===== src/rtl/cmd_pkg.sv =====
// Shared constants, serializer state type and hex-digit encoder for the command transmitter.
package cmd_pkg;

    localparam int         DEF_DIV  = 104;
    localparam logic [7:0] ASCII_S  = 8'h53;
    localparam logic [7:0] ASCII_CR = 8'h0D;

    typedef enum logic [1:0] {
        ST_IDLE,
        ST_START,
        ST_DATA,
        ST_STOP
    } tx_state_t;

    // Uppercase ASCII hex digit for one nibble.
    function automatic logic [7:0] nib2asc(input logic [3:0] nib);
        if (nib < 4'd10) begin
            return 8'h30 + {4'h0, nib};
        end else begin
            return 8'h37 + {4'h0, nib};
        end
    endfunction

endpackage


===== src/rtl/uart_tx_byte.sv =====
// Byte serializer: start bit, 8 data bits LSB first, stop bit, each held DIV cycles.
// Latency: tx drops on the cycle after load; stop_end flags the final stop-bit cycle.
// Backpressure: load is honoured only while idle or on stop_end, otherwise ignored.
module uart_tx_byte
    import cmd_pkg::*;
#(
    parameter int DIV = DEF_DIV
) (
    input  logic       clk,
    input  logic       rst,
    input  logic       load,
    input  logic [7:0] byte_dat,
    output logic       rdy,
    output logic       stop_end,
    output logic       tx
);

    localparam int            BW       = (DIV > 1) ? $clog2(DIV) : 1;
    localparam logic [BW-1:0] BAUD_MAX = BW'(DIV - 1);

    tx_state_t     state_q, state_d;
    logic [BW-1:0] baud_q, baud_d;
    logic [2:0]    bit_q, bit_d;
    logic [7:0]    sh_q, sh_d;
    logic          tx_q, tx_d;
    logic          baud_end;

    assign baud_end = (baud_q == BAUD_MAX);
    assign rdy      = (state_q == ST_IDLE);
    assign stop_end = (state_q == ST_STOP) && baud_end;
    assign tx       = tx_q;

    always_ff @(posedge clk) begin
        if (rst) begin
            state_q <= ST_IDLE;
            baud_q  <= '0;
            bit_q   <= '0;
            sh_q    <= '0;
            tx_q    <= 1'b1;
        end else begin
            state_q <= state_d;
            baud_q  <= baud_d;
            bit_q   <= bit_d;
            sh_q    <= sh_d;
            tx_q    <= tx_d;
        end
    end

    // tx_d is computed one cycle ahead so the line comes straight off a flop.
    always_comb begin
        state_d = state_q;
        baud_d  = baud_end ? '0 : baud_q + 1'b1;
        bit_d   = bit_q;
        sh_d    = sh_q;
        tx_d    = tx_q;
        case (state_q)
            ST_IDLE: begin
                baud_d = '0;
                if (load) begin
                    state_d = ST_START;
                    tx_d    = 1'b0;
                    sh_d    = byte_dat;
                    bit_d   = '0;
                end
            end
            ST_START: begin
                if (baud_end) begin
                    state_d = ST_DATA;
                    tx_d    = sh_q[0];
                end
            end
            ST_DATA: begin
                if (baud_end) begin
                    if (bit_q == 3'd7) begin
                        state_d = ST_STOP;
                        tx_d    = 1'b1;
                    end else begin
                        bit_d = bit_q + 1'b1;
                        sh_d  = {1'b0, sh_q[7:1]};
                        tx_d  = sh_q[1];
                    end
                end
            end
            ST_STOP: begin
                // A load here chains the next start bit with no idle gap.
                if (baud_end) begin
                    if (load) begin
                        state_d = ST_START;
                        tx_d    = 1'b0;
                        sh_d    = byte_dat;
                        bit_d   = '0;
                    end else begin
                        state_d = ST_IDLE;
                    end
                end
            end
            default: begin
                state_d = ST_IDLE;
            end
        endcase
    end

endmodule


===== src/rtl/cmd_tx.sv =====
// Command transmitter: sends 'S' plus three ASCII hex digits of DATA (plus CR when CMD_TX_CR_EN).
// Latency: TX falls the cycle after acceptance; DONE pulses 10*DIV cycles per character later.
// Backpressure: READY low while sending; VALID without READY is dropped, never queued.
module cmd_tx
    import cmd_pkg::*;
#(
    parameter int DIV = DEF_DIV
) (
    input  logic        CLK,
    input  logic        RST,
    input  logic        VALID,
    input  logic [11:0] DATA,
    output logic        READY,
    output logic        DONE,
    output logic        TX
);

`ifdef CMD_TX_CR_EN
    localparam int NCHAR = 5;
`else
    localparam int NCHAR = 4;
`endif
    localparam int            IW       = $clog2(NCHAR);
    localparam logic [IW-1:0] LAST_IDX = IW'(NCHAR - 1);

    logic [11:0]   hold_q;
    logic [IW-1:0] idx_q;
    logic [IW-1:0] idx_nxt;
    logic          busy_q;
    logic          done_q;
    logic          accept;
    logic          ser_load;
    logic          ser_rdy;
    logic          ser_stop_end;
    logic [7:0]    ser_dat;
    logic [7:0]    next_char;

    assign READY   = !busy_q && ser_rdy;
    assign DONE    = done_q;
    assign accept  = VALID && READY;
    assign idx_nxt = idx_q + 1'b1;

    always_comb begin
        next_char = ASCII_S;
        case (idx_nxt)
            IW'(1):  next_char = nib2asc(hold_q[11:8]);
            IW'(2):  next_char = nib2asc(hold_q[7:4]);
            IW'(3):  next_char = nib2asc(hold_q[3:0]);
`ifdef CMD_TX_CR_EN
            IW'(4):  next_char = ASCII_CR;
`endif
            default: next_char = ASCII_S;
        endcase
    end

    // The first character is always 'S', so it never needs the not-yet-captured DATA.
    assign ser_load = accept || (ser_stop_end && (idx_q != LAST_IDX));
    assign ser_dat  = accept ? ASCII_S : next_char;

    always_ff @(posedge CLK) begin
        if (RST) begin
            hold_q <= '0;
            idx_q  <= '0;
            busy_q <= 1'b0;
            done_q <= 1'b0;
        end else begin
            done_q <= 1'b0;
            if (accept) begin
                hold_q <= DATA;
                idx_q  <= '0;
                busy_q <= 1'b1;
            end else if (ser_stop_end) begin
                if (idx_q == LAST_IDX) begin
                    idx_q  <= '0;
                    busy_q <= 1'b0;
                    done_q <= 1'b1;
                end else begin
                    idx_q <= idx_nxt;
                end
            end
        end
    end

    uart_tx_byte #(
        .DIV (DIV)
    ) u_ser (
        .clk      (CLK),
        .rst      (RST),
        .load     (ser_load),
        .byte_dat (ser_dat),
        .rdy      (ser_rdy),
        .stop_end (ser_stop_end),
        .tx       (TX)
    );

endmodule


===== config.mk =====
export PLATFORM = sky130hd
export DESIGN_NAME = cmd_tx
export DESIGN_NICKNAME = d
export VERILOG_FILES = /design/src/rtl/cmd_pkg.sv /design/src/rtl/uart_tx_byte.sv /design/src/rtl/cmd_tx.sv
export SDC_FILE = /design/constraint.sdc
export NUM_CORES = 1
export LEC_CHECK = 0
export CORE_MARGIN = 3
export CORE_UTILIZATION = 44
export CTS_BUF_LIST = sky130_fd_sc_hd__clkbuf_4
export DETAILED_ROUTE_END_ITERATION = 10
export PLACE_DENSITY = 0.7
export SETUP_SLACK_MARGIN = 0.02
export SKIP_CTS_REPAIR_TIMING = 1
export SYNTH_ARGS = -nofsm -noshare
export SYNTH_HDL_FRONTEND = slang
export SYNTH_SLANG_ARGS = --single-unit

===== constraint.sdc =====
create_clock -name CLK -period 6.3 [get_ports CLK]
set_input_delay 1.575 -clock CLK [delete_from_list [all_inputs] [get_ports CLK]]
set_output_delay 1.575 -clock CLK [all_outputs]
set_load 0.01 [all_outputs]

Word level (Yosys, flattened, before mapping) --
Cells that the tools add are included.
Storage, ports and cells: bits in registers 37, input port bits 15, output and inout port bits 3, word-level logic and storage cells 88
Operators by class: add/sub/neg operators 9, magnitude comparators 3, equality and inequality tests 16, muxes and demuxes 33, bitwise logic cells 1, reductions and logical operators 17
Operator list (number):
- 8-bit one-hot mux with 3 select lines | 2
- 6-bit by 4-bit adder with 7-bit output, first input constant | 6
- 8-bit 2-to-1 mux | 5
- 7-bit 2-to-1 mux | 3
- 4-bit less-than comparator, second input constant | 3
- 2-bit 2-to-1 mux | 6
- 3-bit 2-to-1 mux | 4
- 2-bit == test, second input constant | 5
- 1-bit 2-to-1 mux | 10
- 3-bit one-hot mux with 3 select lines | 1
- 2-bit by 1-bit inequality test with 1-bit output, second input constant | 4
- 2-bit one-hot mux with 4 select lines | 1
- 7-bit by 1-bit adder with 7-bit output, second input constant | 1
- 7-bit == test, second input constant | 1
- 2-bit inequality test, second input constant | 3
- 3-bit OR reduction | 2
- 5-bit AND reduction | 1
- 2-bit by 1-bit == test with 1-bit output, second input constant | 2
- 1-bit logical AND | 4
- 1-bit one-hot mux with 4 select lines | 1
- 4-bit AND reduction | 1
- 2-bit nonzero test | 2
- 3-bit by 1-bit adder with 3-bit output, second input constant | 1
- 3-bit == test, second input constant | 1
- other kinds (9) | 9

Logic depth before layout (Yosys ltp) --
Gate-level depths: netlist of run 1.
depth after elaboration 7, mapped depth 8, gate-level depth less buffers 7

Modules after synthesis --
Synthesis of run 1 repeated with hierarchy kept, for this count alone.
Unflattened totals: cell total of the unflattened synthesis 272, area, all modules 2208.4 um^2
Modules (own cells, without submodules):
- uart_tx_byte | instances 1, cells an instance 130, area each 1167.4 um^2, seq. area each 420.4 um^2
- cmd_tx | instances 1, cells an instance 142, area each 1041.0 um^2, seq. area each 320.3 um^2

Least setup slack after synthesis of run 1 --
Ideal clock, no wire load.
kind input to register, from input VALID, to register u_ser.tx_q, in the netlist u_ser.tx, library setup time 122 ps, data arrival time 2716 ps, required time 6178 ps, setup slack 3462 ps, stages 4, buffers on the path 1, cells stage by stage and3b_1 -> buf_2 -> or4_1 -> a311o_1
Between the ends: cells in the longest elaborated chain, start to end 5
RTL lines:
- start, declared | line cmd_tx.sv:11 | input logic VALID,
- 1-bit logical AND (*) | line cmd_tx.sv:40 | assign accept = VALID && READY;
- 1-bit logical OR (*) | line cmd_tx.sv:57 | assign ser_load = accept || (ser_stop_end && (idx_q != LAST_IDX));
- 1-bit 2-to-1 mux (*)
- 1-bit 2-to-1 mux
- 1-bit one-hot mux with 4 select lines (*)
- end signal, assigned | line uart_tx_byte.sv:45 | tx_q <= tx_d;
- end, declared | line uart_tx_byte.sv:25 | logic tx_q, tx_d;
Mark *: on every way between the ends. The rest lies on a longest branch, timed or not. The select of a mux whose other input is x is not followed. A chain may end at the register's enable or synchronous reset.

Worst setup path after layout of run 1 --
from register u_ser.state_q[0], to output READY
Between the ends: cells in the longest elaborated chain, start to end 2
RTL lines:
- start, declared | line uart_tx_byte.sv:21 | tx_state_t state_q, state_d;
- start signal, assigned | line uart_tx_byte.sv:41 | state_q <= state_d;
- 2-bit zero test | line uart_tx_byte.sv:29 | assign rdy = (state_q == ST_IDLE);
- 1-bit logical AND | line cmd_tx.sv:38 | assign READY = !busy_q && ser_rdy;
- end, declared | line cmd_tx.sv:13 | output logic READY,
No other way between the ends.

==> results of run 1 <==
power breakdown:
group / switching, uW / total [uW] / internal [uW]
clock: 81.2 / 122 / 41.0
sequential: 36.7 / 302 / 265
combinational: 158 / 278 / 120
flip-flops by register name, indices dropped and copies added (netlist names):
name           cells
busy_q             1
u_ser.sh_q         7
u_ser.baud_q       7
u_ser.bit_q        3
u_ser.tx           1
u_ser.state_q      2
DONE               1
hold_q            12
idx_q              2
cells by family (layout without fill, tap and decap cells):
kind of cell | Yosys count | count (layout) | share of synthesized area [%]
AO/OA/AOI/OAI | 75 | 75 | 24.0
multiplexers | 2 | 2 | 0.959
flip-flops | 36 | 36 | 34.5
XOR/XNOR | 8 | 8 | 3.36
buffers and inverters | 30 | 42 | 5.87
AND/OR/NAND/NOR | 90 | 90 | 21.1
adder cells (fa/ha/maj) | 17 | 17 | 10.2
layer usage:
layer | up-vias | track usage (%) | part of all wire [%]
li1 | 936 | - | -
met1 | 805 | 22.3 | 52
met2 | 41 | 25.1 | 41
met3 | 10 | 5.61 | 5.3
met4 | 0 | 6.52 | 1.7
met5 | - | 0 | 0
cells in the mapped netlist, types with 2 or more instances:
master and n:
nand2_1 40, dfxtp_1 36, a21oi_1 25, ha_1 17, inv_1 17, nor2_1 14, o21ai_0 14, clkbuf_1 9
a211oi_1 8, nand3_1 8, nor3_1 8, xnor2_1 5, a21boi_0 4, a22oi_1 4, nor2b_1 4, a221o_1 3
and3_1 3, and4b_1 3, xor2_1 3, a311o_1 2, a31oi_1 2, buf_2 2, mux2i_1 2, o211ai_1 2
o21a_1 2
layout make-up:
type	instances	area, sq um	share of cell area, %
multi-input cells	192	1240	53.8
flip-flops and latches	36	721	31.1
clock buffers	5	37.5	1.62
well taps	52	65.1	2.81
inverters	17	63.8	2.76
clock inverters	3	13.8	0.594
repair buffers	17	170	7.35
path summary, 6_finish.rpt:
kind	end	cells after the start	from
worst min-delay path	u_ser.baud_q[0]$_SDFF_PP0_	1	u_ser.baud_q[0]$_SDFF_PP0_
worst max-delay path	READY	4	u_ser.state_q[0]$_SDFFE_PP0P_
worst max register to register	u_ser.sh_q[5]$_SDFFE_PP0P_	7	u_ser.state_q[0]$_SDFFE_PP0P_
worst min register to register	u_ser.baud_q[0]$_SDFF_PP0_	1	u_ser.baud_q[0]$_SDFF_PP0_
critical path, delay by kind of cell, from the launching register on:
kind | cells | cell delay [ns]
adders and majority gates | 1 | 0.30
buffers and inverters | 2 | 0.60
DFF | 1 | 0.45
and+or+nand+nor | 1 | 0.19
metrics by stage:
stage	util [%]	setup WS, ns
floorplan	-	3.46
detailed placement	50.6	2.47
CTS	51.8	2.83
finish	51.8	2.84
global placement	50.6	2.53
global route	51.8	2.72
==> summary.txt, run 1 <==
Status
  • Status: finished clean

STA
  • Hold Slack: 0.454 ns
  • Final setup viols: 0
  • Fin crit period: around 3.5 ns
  • Final Hold Fails: 0
  • Skew final: 0.00593 ns
  • RSZ-0062 raised after global routing: no
  • Final Cycle Share: 54.9%
  • Final setup TNS: 0 ns
  • F_max: 289 MHz
  • Worst Tran Pin Value: 1.20 ns
  • Slew margin rel.: 19.5%
  • Slew Viols, Final: 0

Route
  • Detailed-route wire length per cell: approximately 14 um
  • DR vias: between 1500 and 2000
  • Iter 0 DRT Violations: 120
  • Final wirelength: 4.39 mm
  • Drt first pass iters: 4
  • Vias per cell: 5.57
  • Antenna-violating nets left: 0
  • DRC: 0

Place
  • Area after DPL: 2260 sq um
  • GP Congestion: 0.872
  • Buffers on Ports: 17
  • Placed cell count: 314
  • DP Wirelength: 3.03 mm

Yosys
  • Register bit total from synthesis: 36
  • Cells after synthesis: 258
  • Area contributors post-synth: dfxtp_1, ha_1, nand2_1
  • Mean Syn Cell Area: 8.09 sq um
  • Synth Warn #: 0
  • Post-synth top area cell: dfxtp_1
  • Syn_nets: 290
  • Cell variety after synth: 46
  • Ys flop type: dfxtp_1
  • Async SR Flop Fraction: 0%
  • Sequential fraction of the synthesis area: 34.5%
  • Yosys top cell area share: 34.5%
  • Syn Std Cell Area: 2090 sq um
  • Post-synth EDFFs: 0

Floorplan
  • Die W: 74.9 um
  • # rows: 24
  • Core area: 4470 sq um
  • Num ports: 18
  • Chip height: about 75 um
  • Initial Util: 46.7%
  • DIE AREA: 5610 sq um

Global routing
  • Total track usage: between 10% and 20%
  • First-pass GRT wire length: 7.18 mm
  • Antenna violations before repair: 0
  • Pin count of the biggest net entering global routing: 33
  • Total grt overflow: 0
  • Vias in the first global route: 1557

Run
  • MaxCap Viol Count: 0

Cells and area
  • Area growth syn-to-layout: 10.9%
  • Layout cells sized above 1: 3.70%
  • ANT cells: 0
  • Final Instance Area: 2320 sq um
  • Commonest non-fill, non-tap cell in the layout: nand2_1
  • Most frequent cells in the layout: nand2_1, dfxtp_1, a21oi_1
  • NumNets Final: approximately 300
  • Final Non-Filler Cells: 322
  • Number of fill cells: 436

Worst hold path
  • Worst hold path class: flip-flop to flip-flop

Critical path
  • CP cell instances: inv_1 -> ha_1 -> and2b_1 -> clkdlybuf4s50_1
  • Critical path endpoint category: output pin
  • Crit Path Class: flip-flop to output pin
  • Worst Path Max Fanout: 8
  • WP data arrival: between 1.5 and 2 ns
  • CP max stage cell: clkdlybuf4s50_1
  • Worst path required time: 4.72 ns
  • Crit start category: flip-flop
  • Reg-to-reg slack, setup: 3.62 ns
  • Worst path max stage delay: 0.47 ns

Clock tree
  • CTS max path bufs: 2
  • H-tree depth: 2
  • Clock root buffer: clkbuf_4
  • Clock Sinks: 36
  • Worst-path clk slew: between 0.1 and 0.15 ns
  • CTS tree: done
  • CTS buffer count: 5
  • Later-pin clock latency in the skew report: between 0.3 and 0.4 ns

Pwr
  • Total power: about 700 uW
  • Leakage power total: 0.000850 uW
  • PwrDens: 303 nW/um^2
  • Max VDD drop: 0.000181 V
Power figures use the tool's default switching activity.
==> inputs of run 2 (changes only) <==
==> constraint.sdc (replaced) <==
create_clock -name CLK -period 3.3 [get_ports CLK]
set_input_delay 0.825 -clock CLK [delete_from_list [all_inputs] [get_ports CLK]]
set_output_delay 0.825 -clock CLK [all_outputs]
set_load 0.01 [all_outputs]
==> run 2 against run 1 <==
Against the previous run:
- flip-flop and latch count did not move
- final area is 4.3% higher
- via count grew 2.6%
- wire length grew 1.0%
- hold slack improved by 0.0056 ns
==> summary.txt, run 2 (synthesis gave the netlist of run 1 again) <==
Status
  • Status: finished clean

Critical path
  • WP depth: 4
  • WP data arrival: roughly 1.9 ns
  • Buffers & Inverters on Critical Path: 2
  • Worst path required time: about 2.5 ns
  • Crit Path Class: flip-flop to output pin
  • Length in cells of the worst reg-to-reg path: 7
  • Crit start category: flip-flop
  • CP max stage cell: clkdlybuf4s50_1
  • Top delay family on crit path: buffers and inverters
  • CP cell instances: inv_1 -> ha_1 -> and2b_1 -> clkdlybuf4s50_1
  • Worst path max stage delay: 0.47 ns
  • Critical path endpoint category: output pin
  • Worst Path Max Fanout: 8

Route
  • Final wirelength: 4.44 mm
  • Drt first pass iters: 4
  • Iter 0 DRT Violations: 124
  • Detailed-route wire length per cell: 13.7 um
  • DR vias: 1838
  • DRC: 0
  • Antenna-violating nets left: 0
  • Vias per cell: 5.66

Clock tree
  • CTS max path bufs: 2
  • H-tree depth: 2
  • Clock Sinks: 36
  • CTS buffer count: 5
  • Later-pin clock latency in the skew report: 0.35 ns
  • CTS tree: done
  • Worst-path clk slew: 0.12 ns
  • Clock root buffer: clkbuf_4

STA
  • Final Hold Fails: 0
  • Skew final: 0.0193 ns
  • Worst Tran Pin Value: 0.655 ns
  • F_max: 368 MHz
  • RSZ-0062 raised after global routing: no
  • Fin crit period: 2.72 ns
  • Slew margin rel.: 56.2%
  • Final setup viols: 0
  • Slew Viols, Final: 0
  • Final setup margin: just under 0.6 ns
  • Final Cycle Share: 82.4%
  • Final setup TNS: 0 ns

Cells and area
  • Register Area: 721 sq um
  • Layout cells sized above 1: 5.13%
  • Biggest register: hold_q
  • Commonest non-fill, non-tap cell in the layout: nand2_1
  • Multi-input combinational cell area: between 1000 and 1500 sq um
  • Final Instance Area: 2410 sq um
  • Biggest regs: hold_q (12), u_ser.baud_q (7), u_ser.sh_q (7)
  • Most frequent cells in the layout: nand2_1, dfxtp_1, a21oi_1
  • ANT cells: 0
  • Max reg flops: 12
  • Number of fill cells: 411
  • NumNets Final: ~300
  • Area growth syn-to-layout: 15.6%

Global routing
  • Pin count of the biggest net entering global routing: 19
  • Total track usage: 16.6%
  • Antenna violations before repair: 0
  • First-pass GRT wire length: between 7 and 8 mm
  • Total grt overflow: 0
  • Vias in the first global route: 1586

Pwr
  • Max VDD drop: approximately 0.00038 V
  • Sw frac: 33.2%
  • P_int: between 1000 and 1500 uW
  • Comb pwr share: 34.4%
  • Clock network fraction of design power: 29.4%
  • Register share of total power: 36.2%
  • PwrDens: 657 nW/um^2
  • Leakage power total: ~0.0009 uW
  • Sw Pwr: 526 uW

Place
  • Area after DPL: between 2000 and 2500 sq um
  • GP Congestion: 0.885
  • Dpl ws: 0.583 ns
  • Buffers on Ports: 17
  • DP Wirelength: 3.16 mm

Worst hold path
  • WHS Path Cells: 1
  • Worst hold path class: flip-flop to flip-flop

Floorplan
  • Core area: 4470 sq um
  • DIE AREA: ~5600 sq um
  • Die W: 74.9 um
  • Chip height: 74.9 um
  • Num ports: 18
  • # rows: 24
  • Initial Util: 46.7%

Run
  • MaxCap Viol Count: 0
run 2: changes by cell type in the layout (fill, tap and decap cells not counted):
cell | previous run | this run
bufinv_16 | 0 | 3
clkinv_2 | 2 | 0
buf_4 | 0 | 3
clkinv_1 | 1 | 0
run 2: worst paths after layout:
| path | from | to | slack, ns |
|---|---|---|---|
| setup reg to reg | u_ser.state_q[0]$_SDFFE_PP0P_ | u_ser.sh_q[5]$_SDFFE_PP0P_ | 0.92 |
| hold / removal | u_ser.baud_q[0]$_SDFF_PP0_ | u_ser.baud_q[0]$_SDFF_PP0_ | 0.46 |
| hold reg to reg | u_ser.baud_q[0]$_SDFF_PP0_ | u_ser.baud_q[0]$_SDFF_PP0_ | 0.46 |
| setup / recovery | u_ser.state_q[0]$_SDFFE_PP0P_ | READY | 0.58 |
run 2: per-stage QoR:
| step | cells | hold WS, ns | power (uW) | util (%) |
|---|---|---|---|---|
| global route | 325 | 0.486 | 1690 | 54.0 |
| global placement | 317 | 0.426 | 1110 | 51.1 |
| CTS | 325 | 0.461 | 1590 | 54.0 |
| finish | 325 | 0.460 | 1590 | 54.0 |
| detailed placement | 317 | 0.436 | 1120 | 51.1 |
| floorplan | 258 | 0.418 | 987 | - |
run 2: area by class of cell:
class | count | area share [%]
Timing Repair Buffer | 20 | 7.98
Inverter | 17 | 2.64
Multi-Input combinational cell | 192 | 51.6
Sequential cell | 36 | 29.8
Clock buffer | 5 | 1.55
Tap cell | 52 | 2.69
Clock inverter | 3 | 3.73
run 2: power by group through the flow:
| stage | logic (uW) | clock network [uW] | registers (uW) |
|---|---|---|---|
| after detailed placement | 539 | 0 | 583 |
| after global routing | 604 | 499 | 586 |
| after global placement | 531 | 0 | 581 |
| after floorplan | 425 | 0 | 561 |
| after CTS | 543 | 476 | 574 |
| final | 545 | 466 | 575 |
run 2: layer usage:
layer	wire length (um)	share of wire [%]	GRT usage, %
met2	1920	43	24.1
met1	2210	50	23.3
met4	79	1.8	5.73
met5	0	0	0
met3	222	5.0	4.94
